### src/rtl/hypercpu_pkg.sv
// Shared HyperCPU definitions: datapath width, ALU opcode encodings and the
// set of opcodes the issue logic refuses to send to the ALU.
package hypercpu_pkg;

  localparam int XLEN_DEFAULT = 32;

  typedef enum logic [3:0] {
    OP_NOT = 4'h0,
    OP_AND = 4'h1,
    OP_OR  = 4'h2,
    OP_XOR = 4'h3,
    OP_LT  = 4'h4,
    OP_GT  = 4'h5,
    OP_EQ  = 4'h6,
    OP_NE  = 4'h7,
    OP_SHL = 4'h8,
    OP_SHR = 4'h9,
    OP_ADD = 4'hC,
    OP_SUB = 4'hD,
    OP_MUL = 4'hE,
    OP_DIV = 4'hF
  } alu_op_t;

  // Encodings 0xA and 0xB are unassigned and are rejected at issue time.
  localparam int N_ILLEGAL_OPS = 2;
  localparam logic [3:0] ILLEGAL_OPS [N_ILLEGAL_OPS] = '{4'hA, 4'hB};

  function automatic logic is_illegal_op(input logic [3:0] op);
    logic hit;
    hit = 1'b0;
    for (int i = 0; i < N_ILLEGAL_OPS; i++) begin
      if (op == ILLEGAL_OPS[i]) hit = 1'b1;
    end
    return hit;
  endfunction

endpackage

### src/rtl/hypercpu_regfile.sv
// Architectural register file: two combinational operand read ports, one
// debug read port and one synchronous write port. r0 is hardwired to zero.
module hypercpu_regfile
  import hypercpu_pkg::*;
#(
  parameter  int XLEN  = XLEN_DEFAULT,
  parameter  int NREGS = 16,
  localparam int RW    = $clog2(NREGS)
) (
  input  logic            clk,
  input  logic            rst_n,
  input  logic [RW-1:0]   ra_addr,
  output logic [XLEN-1:0] ra_data,
  input  logic [RW-1:0]   rb_addr,
  output logic [XLEN-1:0] rb_data,
  input  logic [RW-1:0]   dbg_addr,
  output logic [XLEN-1:0] dbg_data,
  input  logic            we,
  input  logic [RW-1:0]   wr_addr,
  input  logic [XLEN-1:0] wr_data
);

  logic [XLEN-1:0] regs [NREGS];

  // Clear every entry on reset; otherwise commit the write unless it targets r0.
  always_ff @(posedge clk) begin
    if (!rst_n) begin
      for (int i = 0; i < NREGS; i++) begin
        regs[i] <= '0;
      end
    end else if (we && (wr_addr != '0)) begin
      regs[wr_addr] <= wr_data;
    end
  end

  // Read ports force zero for r0 so the hardwired value never depends on storage.
  always_comb begin
    ra_data  = (ra_addr  == '0) ? '0 : regs[ra_addr];
    rb_data  = (rb_addr  == '0) ? '0 : regs[rb_addr];
    dbg_data = (dbg_addr == '0) ? '0 : regs[dbg_addr];
  end

endmodule

### src/rtl/hypercpu_alu_issue.sv
// ALU issue stage: accepts one command at a time, registers operands into an
// external ALU, writes the result back one cycle later and pulses retire.
module hypercpu_alu_issue
  import hypercpu_pkg::*;
#(
  parameter  int XLEN  = XLEN_DEFAULT,
  parameter  int NREGS = 16,
  localparam int RW    = $clog2(NREGS)
) (
  input  logic            clk,
  input  logic            rst_n,
  input  logic            cmd_valid,
  output logic            cmd_ready,
  input  logic [3:0]      cmd_op,
  input  logic [RW-1:0]   cmd_rd,
  input  logic [RW-1:0]   cmd_ra,
  input  logic [RW-1:0]   cmd_rb,
  input  logic            cmd_imm_en,
  input  logic [XLEN-1:0] cmd_imm,
  output logic [XLEN-1:0] alu_a,
  output logic [XLEN-1:0] alu_b,
  output logic [3:0]      alu_op,
  input  logic [XLEN-1:0] alu_r,
  output logic            ret_valid,
  output logic [RW-1:0]   ret_rd,
  output logic [XLEN-1:0] ret_data,
  output logic            ret_err,
  input  logic [RW-1:0]   dbg_addr,
  output logic [XLEN-1:0] dbg_data
);

  typedef enum logic {
    IDLE = 1'b0,
    EXEC = 1'b1
  } state_t;

  state_t          state;
  state_t          state_next;
  logic            cmd_fire;
  logic            op_legal;
  logic            wb_en;
  logic [RW-1:0]   rd_q;
  logic [XLEN-1:0] rf_ra_data;
  logic [XLEN-1:0] rf_rb_data;

  // Writeback happens on the edge that ends EXEC, so a command accepted in
  // the retire cycle already reads the freshly written value.
  hypercpu_regfile #(
    .XLEN  (XLEN),
    .NREGS (NREGS)
  ) u_regfile (
    .clk      (clk),
    .rst_n    (rst_n),
    .ra_addr  (cmd_ra),
    .ra_data  (rf_ra_data),
    .rb_addr  (cmd_rb),
    .rb_data  (rf_rb_data),
    .dbg_addr (dbg_addr),
    .dbg_data (dbg_data),
    .we       (wb_en),
    .wr_addr  (rd_q),
    .wr_data  (alu_r)
  );

  // State register.
  always_ff @(posedge clk) begin
    if (!rst_n) begin
      state <= IDLE;
    end else begin
      state <= state_next;
    end
  end

  // Next state and handshake: only legal accepted commands enter EXEC.
  always_comb begin
    state_next = state;
    cmd_ready  = 1'b0;
    cmd_fire   = 1'b0;
    wb_en      = 1'b0;
    op_legal   = !is_illegal_op(cmd_op);
    case (state)
      IDLE: begin
        cmd_ready = 1'b1;
        cmd_fire  = cmd_valid;
        if (cmd_valid && op_legal) state_next = EXEC;
      end
      EXEC: begin
        wb_en      = 1'b1;
        state_next = IDLE;
      end
      default: state_next = IDLE;
    endcase
  end

  // Operand latching, retire and error pulses; ALU inputs hold while idle.
  always_ff @(posedge clk) begin
    if (!rst_n) begin
      alu_a     <= '0;
      alu_b     <= '0;
      alu_op    <= '0;
      rd_q      <= '0;
      ret_valid <= 1'b0;
      ret_rd    <= '0;
      ret_data  <= '0;
      ret_err   <= 1'b0;
    end else begin
      ret_valid <= 1'b0;
      ret_err   <= 1'b0;
      if (cmd_fire && op_legal) begin
        alu_a  <= rf_ra_data;
        alu_b  <= cmd_imm_en ? cmd_imm : rf_rb_data;
        alu_op <= cmd_op;
        rd_q   <= cmd_rd;
      end
      if (cmd_fire && !op_legal) begin
        ret_err <= 1'b1;
      end
      if (wb_en) begin
        ret_valid <= 1'b1;
        ret_rd    <= rd_q;
        ret_data  <= alu_r;
      end
    end
  end

endmodule
### config.mk
export PLATFORM = sky130hd
export DESIGN_NAME = hypercpu_alu_issue
export DESIGN_NICKNAME = d
export VERILOG_FILES = /design/src/rtl/hypercpu_pkg.sv /design/src/rtl/hypercpu_regfile.sv /design/src/rtl/hypercpu_alu_issue.sv
export SDC_FILE = /design/constraint.sdc
export NUM_CORES = 1
export LEC_CHECK = 0
export CAP_MARGIN = 25
export CORE_MARGIN = 1.5
export CORE_UTILIZATION = 50
export DETAILED_ROUTE_END_ITERATION = 7
export PLACE_DENSITY = 0.69
export SLEW_MARGIN = 20
export SYNTH_ARGS = -nofsm -noshare
export SYNTH_HDL_FRONTEND = slang
export SYNTH_SLANG_ARGS = --single-unit
### constraint.sdc
create_clock -name clk -period 4.6 [get_ports clk]
set_input_delay 0.46 -clock clk [delete_from_list [all_inputs] [get_ports clk]]
set_output_delay 0.46 -clock clk [all_outputs]
set_load 0.01 [all_outputs]
==> metrics.yaml <==
setup_path:
  start_kind: "primary input"
  cp-end-kind: "primary output"
  crit_arrival_ns: 3.30
  r2r-start: "rd_q[1]"
  rrSetupSlack_ns: 1.75
  critPathMaxFanout: 25
  ff2ff_path_depth: 3
  critPathRequiredTime_ns: 4.14
  critical_path_class: "primary input to primary output"
  crit_start: "dbg_addr[3]"
min_path:
  hold_depth: 3
  worstHoldStart: "cmd_rd[3]"
  hp-class: "primary input to flop"
placement:
  place.gp.congestion: 0.932
  dp_hpwl_um: 77800
  post-place-ws_ns: 0.789
  dpl-instance-area_um2: 38300
  portBuffers: 226
sta:
  drv_slew: 0
  min_period_ns: 3.76
  tightestPinTransition_ns: 1.10
  setup_ws_ns: 0.836
  setup_violations: 0
  rsz0062_at_grt: "no"
  fin_skew_ns: 0.0261
  maxSlewHeadroom_pct: 26.5
  timing.final.hold_violations: 0
  tns_ns: 0
  fin_crit_sh_pct: 81.8
  fmax_ghz: 0.266
run:
  drv_cap: 0
route:
  antenna_left: 0
  via_per_inst: 6.87
  num_vias: 25700
  drt_iter0_drc: 4073
  wl_um: 127000
  route.detailed.drc: 0
  drt_pass1_iterations: 6
  wl_per_cell_um: 33.8
synth:
  seq_area_frac_synth_pct: 50.6
  synth-xor-area-share_pct: 0
  synth_top_family_by_area: "multiplexers"
  ys_seq_elements: 623
  synth_cells: 2597
  netlist.area_leader.share_pct: 44.2
  yosys.area.top_type: "edfxtp_1"
  yosysMostFrequentCell: "edfxtp_1"
  synth-compound-area-share_pct: 7.21
  synthSimpleGateAreaFrac_pct: 12.0
  yosys-top-cells-count: "512 x edfxtp_1, 482 x and2_1, 285 x mux2i_1"
  synth.area.top_cells: "edfxtp_1 44%, mux4_2 17%, and2_1 8.7%, mux2i_1 8.2%, dfxtp_1 6.4%"
  synthMuxAreaShare_pct: 27.0
  ys.flop_type: "edfxtp_1"
  ys_types: 39
  synth_fa_ha_area_share_pct: 0
  netlist_area_um2: 34800
  synth_edf_count: 512
  synth_async_sr_flop_share_pct: 0
  ys_warn_count: 0
  avgSynthCellArea_um2: 13.4
final_layout:
  drive_gt1_share_pct: 20.3
  design_area_um2: 40600
  multi_input_area_um2: 16400
  utilization_pct: 59.1
  fillers: 5378
  fin_nets: 2842
  area_growth_pct: 16.7
  ff_latch_area_um2: 17600
power_and_ir_drop:
  power.share.clock_pct: 40.2
  combPwrFrac_pct: 14.2
  powerDensity_nw_per_um2: 354
  intPower_uw: 10700
  switching_share_pct: 25.8
  p_leak_uw: 0.0148
  power_uw: 14400
  p_seq_share_pct: 45.6
  peakVddDrop_mv: 0.238
  p_switching_uw: 3700
grt:
  grt.busiest_layer: "met2"
  grt.met3_usage_pct: 9.54
  grtUsageMet2_pct: 52.7
  grt_max_degree: 70
  grt_use_met1_pct: 47.0
  grt_pass1_vias: 25300
  grt_pass1_wl_um: 178000
  antenna_found_initial: 8
  grt-ovfl-total: 0
  grtUsageTotal_pct: 35.3
die:
  start_util_pct: 50.7
  core_um2: 68700
  fp.dieArea_um2: 71200
  die_h_um: 267
  io-pin-count: 227
  die_w_um: 267
  rows: 96
clock_tree:
  path_clk_slew_ns: 0.05
  post_cts_resized: 0
  insertion_delay_ns: 0.62
  cts_tree: "done"
  cts-root-buf: "clkbuf_16"
  cts_buffers: 71
  cts-htree-levels: 3
  postCtsHoldBufs: 0
  cts_sinks: 623
  post_cts.repair.setup_buffers: 0
  cts_max_path_buffers: 3
outcome:
  outcome: "finished, final reports clean"
[critical path: stages]
cell,delay [ns]
clkdlybuf4s50_1,0.68
inv_2,0.35
buf_4,0.30
a221oi_1,0.30
a21oi_1,0.08
o21ai_0,0.47
clkdlybuf4s50_1,0.64
[per-layer routing]
layer	vias to the layer above	share of wire [%]
met5	-	0.010
met4	2	5.3
met3	395	13
met2	2028	44
met1	13000	37
li1	10300	-
[layout make-up]
type	instances	share of cell area, %
flip-flops and latches	623	43.3
multi-input cells	1740	40.5
repair buffers	312	7.47
clock buffers	98	5.01
well taps	931	2.87
clock inverters	33	0.776
inverters	6	0.0585
diodes	3	0.0185
[sequential cells by signal (all words and copies together), names as in the netlist]
signal and flops:
u_regfile.regs 512, alu_a 32, alu_b 32, ret_data 32, alu_op 4, rd_q 4, ret_rd 4, ret_err 1
ret_valid 1, state 1
[worst paths after layout]
path,endpoint
setup / recovery,dbg_data[21]
hold / removal,rd_q[3]
setup reg to reg,u_regfile.regs[6][31]
hold reg to reg,alu_op[0]
[cells by family (layout without fill, tap and decap cells)]
kind of cell | after synthesis | in the layout
AND/OR/NAND/NOR | 728 | 728
flip-flops | 623 | 623
multiplexers | 610 | 610
AO/OA/AOI/OAI | 370 | 370
buffers and inverters | 265 | 449
other | 1 | 35
[per-stage QoR]
step | std cells | hold WS, ns
3_3_place_gp | 3610 | 0.452
2_1_floorplan | 2628 | 0.481
6_report | 3746 | 0.410
3_5_place_dp | 3611 | 0.467
5_1_grt | 3743 | 0.401
4_1_cts | 3742 | 0.382
[cell usage in the layout, fill, tap and decap left out, types with 6 or more instances in the layout]
master             n
buf_4             76
clkbuf_1          16
buf_12            10
nand2b_1          17
a211oi_1          19
clkinv_2           7
a221o_1           32
o21ai_4            9
clkbuf_8           9
nand3_1           45
a22oi_1           77
a221oi_1          33
edfxtp_1         512
mux2i_1          285
a31oi_1           32
nor2_1            88
clkinv_1          15
clkdlybuf4s50_1  216
nor2_2            11
mux2_2            68
bufinv_16          6
mux4_2           257
o21ai_0           14
conb_1            32
or3_1             18
nand2_1           33
a21oi_1          118
and2_1           481
o22ai_1           18
clkbuf_16         75
dfxtp_1          110
a32oi_1           14
[power by group through the flow]
stage                     sequential (uW)  clock (uW)  combinational [uW]
after floorplan                      6610           0                1130
after global placement               6640           0                1970
after detailed placement             6660           0                1990
after CTS                            6540        5790                2000
after global routing                 6570        6010                2110
final                                6550        5770                2040
Power figures use the tool's default switching activity.
